**config.mk**
```make
export PLATFORM = sky130hd
export DESIGN_NAME = muldiv_module
export DESIGN_NICKNAME = d
export VERILOG_FILES = /design/src/rtl/muldiv_pkg.sv /design/src/rtl/muldiv_sign_fixup.sv /design/src/rtl/muldiv_module.sv
export SDC_FILE = /design/constraint.sdc
export NUM_CORES = 1
export LEC_CHECK = 0
export ABC_AREA = 0
export BUFFER_PORTS_ARGS = -buffer_cell sky130_fd_sc_hd__buf_4
export CAP_MARGIN = 30
export CELL_PAD_IN_SITES_DETAIL_PLACEMENT = 0
export CELL_PAD_IN_SITES_GLOBAL_PLACEMENT = 1
export CORE_AREA = 4 4 199 201
export DETAILED_ROUTE_END_ITERATION = 10
export DIE_AREA = 0 0 203 205
export PLACE_DENSITY = 0.93
export SETUP_SLACK_MARGIN = 0.5
export SYNTH_ARGS = -nofsm -noshare
export SYNTH_HDL_FRONTEND = slang
export SYNTH_HIERARCHICAL = 1
export SYNTH_SLANG_ARGS = --single-unit
```
**constraint.sdc**
```tcl
create_clock -name clk -period 5.9 [get_ports clk]
set_clock_uncertainty 0.2 [all_clocks]
set_input_delay 0 -clock clk [delete_from_list [all_inputs] [get_ports clk]]
set_output_delay 0 -clock clk [all_outputs]
set_load 0.02 [all_outputs]
```
**src/rtl/muldiv_pkg.sv**
```systemverilog
// Shared op encodings, FSM states and operand-sign helpers for the RV32M mul/div unit.
// MD_IS_DIV(op) is true for the four divide/remainder encodings.
`ifndef MULDIV_PKG_SV
`define MULDIV_PKG_SV
`define MD_IS_DIV(op) (op[2])

package muldiv_pkg;
  localparam logic [2:0] MD_MUL    = 3'd0;
  localparam logic [2:0] MD_MULH   = 3'd1;
  localparam logic [2:0] MD_MULHSU = 3'd2;
  localparam logic [2:0] MD_MULHU  = 3'd3;
  localparam logic [2:0] MD_DIV    = 3'd4;
  localparam logic [2:0] MD_DIVU   = 3'd5;
  localparam logic [2:0] MD_REM    = 3'd6;
  localparam logic [2:0] MD_REMU   = 3'd7;

  typedef enum logic [1:0] {
    ST_IDLE = 2'd0,
    ST_BUSY = 2'd1,
    ST_DONE = 2'd2
  } md_state_t;

  function automatic logic op_a_signed(input logic [2:0] op);
    return (op == MD_MULH) || (op == MD_MULHSU) || (op == MD_DIV) || (op == MD_REM);
  endfunction

  function automatic logic op_b_signed(input logic [2:0] op);
    return (op == MD_MULH) || (op == MD_DIV) || (op == MD_REM);
  endfunction
endpackage
`endif

```
**src/rtl/muldiv_sign_fixup.sv**
```systemverilog
// Combinational sign handling: operand magnitudes and divide special cases on the
// request side, result negation and high/low/quotient/remainder selection on the result side.
module muldiv_sign_fixup
  import muldiv_pkg::*;
#(
  parameter int XLEN = 32
) (
  input  logic [2:0]        in_op,
  input  logic [XLEN-1:0]   in_a,
  input  logic [XLEN-1:0]   in_b,
  output logic [XLEN-1:0]   a_mag,
  output logic [XLEN-1:0]   b_mag,
  output logic              a_neg,
  output logic              b_neg,
  output logic              spec_hit,
  output logic [XLEN-1:0]   spec_res,
  input  logic [2:0]        res_op,
  input  logic              res_a_neg,
  input  logic              res_b_neg,
  input  logic [2*XLEN-1:0] prod,
  input  logic [XLEN-1:0]   quo,
  input  logic [XLEN-1:0]   rem,
  output logic [XLEN-1:0]   result
);
  localparam logic [XLEN-1:0] MIN_INT = {1'b1, {(XLEN-1){1'b0}}};

  logic [2*XLEN-1:0] prod_s;
  logic [XLEN-1:0]   quo_s;
  logic [XLEN-1:0]   rem_s;

  always_comb begin
    a_neg    = op_a_signed(in_op) & in_a[XLEN-1];
    b_neg    = op_b_signed(in_op) & in_b[XLEN-1];
    a_mag    = a_neg ? -in_a : in_a;
    b_mag    = b_neg ? -in_b : in_b;
    spec_hit = 1'b0;
    spec_res = '0;
    // op[1] separates REM/REMU from DIV/DIVU
    if (`MD_IS_DIV(in_op)) begin
      if (in_b == '0) begin
        spec_hit = 1'b1;
        spec_res = in_op[1] ? in_a : '1;
      end else if (op_b_signed(in_op) && (in_a == MIN_INT) && (in_b == '1)) begin
        spec_hit = 1'b1;
        spec_res = in_op[1] ? '0 : MIN_INT;
      end
    end
  end

  always_comb begin
    prod_s = (res_a_neg ^ res_b_neg) ? -prod : prod;
    quo_s  = (res_a_neg ^ res_b_neg) ? -quo : quo;
    rem_s  = res_a_neg ? -rem : rem;
    case (res_op)
      MD_MUL:                       result = prod_s[XLEN-1:0];
      MD_MULH, MD_MULHSU, MD_MULHU: result = prod_s[2*XLEN-1:XLEN];
      MD_DIV, MD_DIVU:              result = quo_s;
      default:                      result = rem_s;
    endcase
  end
endmodule

```
**src/rtl/muldiv_module.sv**
```systemverilog
// Iterative RV32M multiply/divide unit: radix-2 shift-add multiply, restoring divide.
// Define MULDIV_FAST_MUL_EN to replace the iterative multiply with a one-cycle multiplier.
module muldiv_module
  import muldiv_pkg::*;
#(
  parameter int XLEN  = 32,
  parameter int CNT_W = $clog2(XLEN+1)
) (
  input  logic            clk,
  input  logic            rst_n,
  input  logic            flush,
  input  logic            in_valid,
  output logic            in_ready,
  input  logic [2:0]      md_op,
  input  logic [XLEN-1:0] md_input_a,
  input  logic [XLEN-1:0] md_input_b,
  output logic            out_valid,
  input  logic            out_ready,
  output logic [XLEN-1:0] md_out,
  output logic            busy
);
  md_state_t         state, state_nxt;
  logic [2:0]        op_q;
  logic              a_neg_q, b_neg_q;
  logic [CNT_W-1:0]  cnt;
  logic [XLEN-1:0]   b_mag_q, quo;
  logic [XLEN:0]     rem;
  logic [2*XLEN-1:0] prod;

  logic [XLEN-1:0]   a_mag, b_mag, spec_res, result, short_res;
  logic              a_neg, b_neg, spec_hit, short_hit, accept, last_step;
  logic [XLEN:0]     mul_sum, div_shift, div_diff, rem_nxt;
  logic [XLEN-1:0]   quo_nxt;
  logic [2*XLEN-1:0] prod_nxt;
  logic              unused_bits;

  muldiv_sign_fixup #(.XLEN(XLEN)) u_fixup (
    .in_op     (md_op),
    .in_a      (md_input_a),
    .in_b      (md_input_b),
    .a_mag     (a_mag),
    .b_mag     (b_mag),
    .a_neg     (a_neg),
    .b_neg     (b_neg),
    .spec_hit  (spec_hit),
    .spec_res  (spec_res),
    .res_op    (op_q),
    .res_a_neg (a_neg_q),
    .res_b_neg (b_neg_q),
    .prod      (prod_nxt),
    .quo       (quo_nxt),
    .rem       (rem_nxt[XLEN-1:0]),
    .result    (result)
  );

`ifdef MULDIV_FAST_MUL_EN
  logic signed [2*XLEN+1:0] fast_prod;
  logic                     unused_fast;
  assign fast_prod   = $signed({a_neg, md_input_a}) * $signed({b_neg, md_input_b});
  assign unused_fast = ^fast_prod[2*XLEN+1:2*XLEN];
  assign short_hit   = spec_hit | !`MD_IS_DIV(md_op);
  assign short_res   = spec_hit ? spec_res :
                       (md_op == MD_MUL) ? fast_prod[XLEN-1:0] : fast_prod[2*XLEN-1:XLEN];
`else
  assign short_hit   = spec_hit;
  assign short_res   = spec_res;
`endif

  // One shift-add or restore step; the remainder MSB stays zero since rem < divisor.
  always_comb begin
    mul_sum   = {1'b0, prod[2*XLEN-1:XLEN]} + (prod[0] ? {1'b0, b_mag_q} : '0);
    prod_nxt  = {mul_sum, prod[XLEN-1:1]};
    div_shift = {rem[XLEN-1:0], quo[XLEN-1]};
    div_diff  = div_shift - {1'b0, b_mag_q};
    if (div_diff[XLEN]) begin
      rem_nxt = div_shift;
      quo_nxt = {quo[XLEN-2:0], 1'b0};
    end else begin
      rem_nxt = div_diff;
      quo_nxt = {quo[XLEN-2:0], 1'b1};
    end
  end

  assign unused_bits = ^{rem[XLEN], rem_nxt[XLEN]};
  assign accept      = in_valid && in_ready && !flush;
  assign last_step   = (cnt == CNT_W'(1));

  always_ff @(posedge clk) begin
    if (!rst_n) state <= ST_IDLE;
    else        state <= state_nxt;
  end

  always_comb begin
    state_nxt = state;
    in_ready  = 1'b0;
    out_valid = 1'b0;
    busy      = 1'b0;
    case (state)
      ST_IDLE: begin
        in_ready = 1'b1;
        if (in_valid) state_nxt = short_hit ? ST_DONE : ST_BUSY;
      end
      ST_BUSY: begin
        busy = 1'b1;
        if (last_step) state_nxt = ST_DONE;
      end
      ST_DONE: begin
        busy      = 1'b1;
        out_valid = 1'b1;
        if (out_ready) state_nxt = ST_IDLE;
      end
      default: state_nxt = ST_IDLE;
    endcase
    if (flush) state_nxt = ST_IDLE;
  end

  always_ff @(posedge clk) begin
    if (!rst_n) begin
      op_q    <= '0;
      a_neg_q <= 1'b0;
      b_neg_q <= 1'b0;
      b_mag_q <= '0;
      prod    <= '0;
      quo     <= '0;
      rem     <= '0;
      cnt     <= '0;
      md_out  <= '0;
    end else if (!flush) begin
      if (accept) begin
        op_q    <= md_op;
        a_neg_q <= a_neg;
        b_neg_q <= b_neg;
        b_mag_q <= b_mag;
        prod    <= {{XLEN{1'b0}}, a_mag};
        quo     <= a_mag;
        rem     <= '0;
        cnt     <= CNT_W'(XLEN);
        if (short_hit) md_out <= short_res;
      end else if (state == ST_BUSY) begin
        cnt <= cnt - 1'b1;
        if (`MD_IS_DIV(op_q)) begin
          quo <= quo_nxt;
          rem <= rem_nxt;
        end else begin
          prod <= prod_nxt;
        end
        if (last_step) md_out <= result;
      end
    end
  end
endmodule

```
==> reports/qor.txt <==
diodes inserted -> 0
crit path kind -> reg2reg
Switching Share -> 0.349
layout cells sized above 1 -> 0.157
crit-path cells -> inv_2 > ha_4 > fa_2 > nor2b_2 > o31a_1 > o22ai_4 > o21ai_4 > a21oi_4 > buf_12 > xnor2_4 > buf_12 > buf_6 > buf_6 > a31o_4 > or4_4 > or4b_4 > buf_6 > o41ai_4 > xnor2_2 > a222oi_1 > o21ai_1 > nand2_1 > nand3_1 > o211a_1
R2R depth -> 24
fin nets -> 2625
fmax -> 184 MHz
Mapped Cells -> 2282
Yosys reg bits -> 205
Hold Path Class -> in2reg
Area growth, synth to finish -> 24.1%
arrival time worst endpoint -> 5.68 ns
RSZ-0062 raised after global routing -> true
Initial Util -> 0.469
M2 GR Usage -> 0.490
asr flop ratio synth -> 0
DP HPWL -> 48000 um
met1 GRT Util -> 0.414
startpoint types -> flop
CTS tree -> built
Core Util, Final -> 0.582
Max Cap Viol -> 0
Num CTS Buffers -> 26
Iteration-0 DRC Markers -> 1910
flop2flop setup slack -> 0.46 ns
Synthesized Nets -> 2431
largest fanout on the critical path -> 5
antenna viol nets, final -> 0
max-slew violations -> 0
most common cell after layout, fill and taps aside -> nand2_1
power share of the clock group -> 0.365
synthesized area per cell -> 7.73 um2
clock sinks -> 205
CP most frequent cell -> buf_6
die area -> 41600 um2
Row Count -> 71
relative slew slack -> 0.288
Max H-tree Level -> 1
critical path's slowest cell -> or4b_4
worst-skew pair later-pin latency -> 0.56 ns
Worst Setup SP -> quo[31]$_SDFFE_PN0P_
first-pass GRT wire length -> 101000 um
register area share after synthesis -> 0.233
ys flop type -> dfxtp_1
gpl congestion -> 1.00
crit end category -> flop
synth warn -> 6
# fillers -> 3417
Die Ht -> 205 um
Post-synth EDFFs -> 0
Tot Pwr -> 4.97 mW
# DRC -> 0
initial antenna violation count -> 2
PortBufs -> 106
Req. time, crit path -> 6.14 ns
routed vias/inst -> 6.28
pwr dens -> 227 nW/um2
synthesized area -> 17600 um2
Hold Path Depth -> 5
Fin. Hold Viols -> 0
Worst path max stage delay -> 0.60 ns
Top Ports -> 107
total gr overflow -> 0
Register Area -> 4110 um2
static leakage -> 9.15 nW
Setup TNS -> 0 ns
Seq pwr share -> 0.304
Comb power frac -> 0.331
vias in the first global route -> 17400
root buf cell -> clkbuf_16
Overall Global Routing Usage -> 0.303
WL final -> 67000 um
Final Cycle Share -> 0.923
Die W -> 203 um
commonest non-fill, non-tap cells in the layout -> 259 x nand2_1, 199 x dfxtp_1, 177 x buf_4, 151 x xnor2_1, 136 x a21oi_1
area of the multi-input gates -> 13100 um2
status -> completed
Sw Pwr -> 1.74 mW
GRT Max-Usage Layer -> met2
largest net degree at the start of global routing -> 100
final setup vio count -> 0
Via Count -> 18900
Detailed Routing Iterations Pass 1 -> 9
FF-to-FF Start -> quo[31]$_SDFFE_PN0P_
minimum clock period -> 5.44 ns
worst-margin pin slew -> 1.06 ns
Worst R2R End -> md_out[25]$_SDFFE_PN0P_
grt met3 use -> 0.0427
WL per Instance -> 22.3 um
clock slew at reported path FFs -> 0.06 ns
Setup crit end -> md_out[25]$_SDFFE_PN0P_
cell-internal power -> 3.24 mW
Max Buffers Root-to-Sink -> 3
Yosys cell types -> 87
maximum VDD drop -> 162 uV
Core Area -> 37600 um2
layer usage:
metal / vias to the layer above / part of all wire / wire length, um
met5: - / 0.00012 / 8
met4: 2 / 0.039 / 2620
li1: 8759 / - / -
met3: 120 / 0.081 / 5440
met2: 881 / 0.45 / 30300
met1: 9119 / 0.43 / 28700
flip-flops by register name (all words and copies together), names as in the netlist:
signal	flops
md_out	32
prod	64
cnt	6
b_mag_q	32
b_neg_q	1
a_neg_q	1
state	2
op_q	3
rem	32
quo	32
final cells by class:
cell class              count  share of cell area
well taps                 511              0.0292
repair buffers            309               0.125
multi-input cells        1838               0.597
flip-flops and latches    205               0.188
clock buffers              34              0.0344
inverters                  96              0.0165
clock inverters            14             0.00955
worst min path at each step:
stage,to,slack [ns],from
6_report,b_mag_q[12]$_SDFFE_PN0P_,0.16,md_input_b[12]
5_1_grt,quo[0]$_SDFFE_PN0P_,0.18,md_input_a[0]
4_1_cts,b_mag_q[24]$_SDFFE_PN0P_,0.13,md_input_b[24]
3_5_place_dp,b_mag_q[11]$_SDFFE_PN0P_,0.14,md_input_b[11]
3_3_place_gp,state[0]$_SDFFE_PP0P_,0.12,in_valid
2_1_floorplan,op_q[0]$_SDFFE_PN0P_,-0.06,md_op[0]
power by group through the flow:
stage / sequential, mW / combinational [mW] / clock [mW]
final: 1.51 / 1.65 / 1.82
after global routing: 1.52 / 1.75 / 1.89
after CTS: 1.51 / 1.50 / 1.83
after detailed placement: 1.54 / 1.35 / 0
after global placement: 1.53 / 1.34 / 0
after floorplan: 1.51 / 0.936 / 0
cell usage after synthesis (all sizes together), types with 5 or more instances:
library cell	instances	area, um2
inv	96	360
a41oi	6	52.6
nor2	126	473
xor2	70	613
nor2b	58	363
a211oi	12	95.1
nor3	44	225
and2	48	300
or3	19	124
and4	10	87.6
dfxtp	205	4100
and3	15	93.8
a221oi	5	56.3
mux2	26	375
a22o	47	412
o21a	10	75.1
o221ai	10	87.6
nor4	39	256
o21ai	82	414
a21o	32	240
o211ai	15	113
mux2i	17	170
a31oi	43	282
o31ai	27	203
a21oi	144	736
nand3	65	325
clkbuf	118	444
o41ai	22	238
ha	75	938
o211a	34	340
a22oi	55	413
a21boi	82	616
nand2	260	976
xnor2	154	1370
or4	18	139
a211o	5	43.8
nand4	28	175
or2	17	106
buf	26	148
a222oi	34	340
o22ai	9	62.6
nand2b	21	131
timing repair:
item	in CTS	in global routing
gates cloned	1	0
setup buffers	8	16
endpoints found under the hold margin	154	0
gates resized for setup	35	78
hold buffers	117	0
endpoints found under the setup margin	18	23
pin swaps	9	35
critical path, delay by kind of cell, from the launching register on:
kind                       cells  cell delay, ns
DFF                            1            0.35
AOI/OAI and AO/OA              9            1.82
adders and majority gates      2            0.51
buffers and inverters          6            0.72
and+or+nand+nor                5            1.45
xor gates and xnor gates       2            0.25
kinds of logic (layout without fill, tap and decap cells):
logic type / count (synthesis) / in the layout / synth area share
buffers and inverters: 240 / 453 / 0.0540
multiplexers: 43 / 43 / 0.0309
XOR/XNOR: 224 / 225 / 0.112
AO/OA/AOI/OAI: 701 / 701 / 0.288
AND/OR/NAND/NOR: 792 / 792 / 0.227
adder cells (fa/ha/maj): 77 / 77 / 0.0555
flip-flops: 205 / 205 / 0.233
per-stage QoR:
stage	instances	area [um2]	hold slack, ns	setup slack, ns
6_report	3007	21900	0.159	0.456
5_1_grt	3007	21900	0.182	0.294
4_1_cts	2991	21400	0.129	0.504
3_5_place_dp	2817	19000	0.136	0.0906
3_3_place_gp	2814	19000	0.123	0.0338
2_1_floorplan	2282	17600	-0.0551	0.667
No activity file was read; power rests on OpenSTA's default activity.
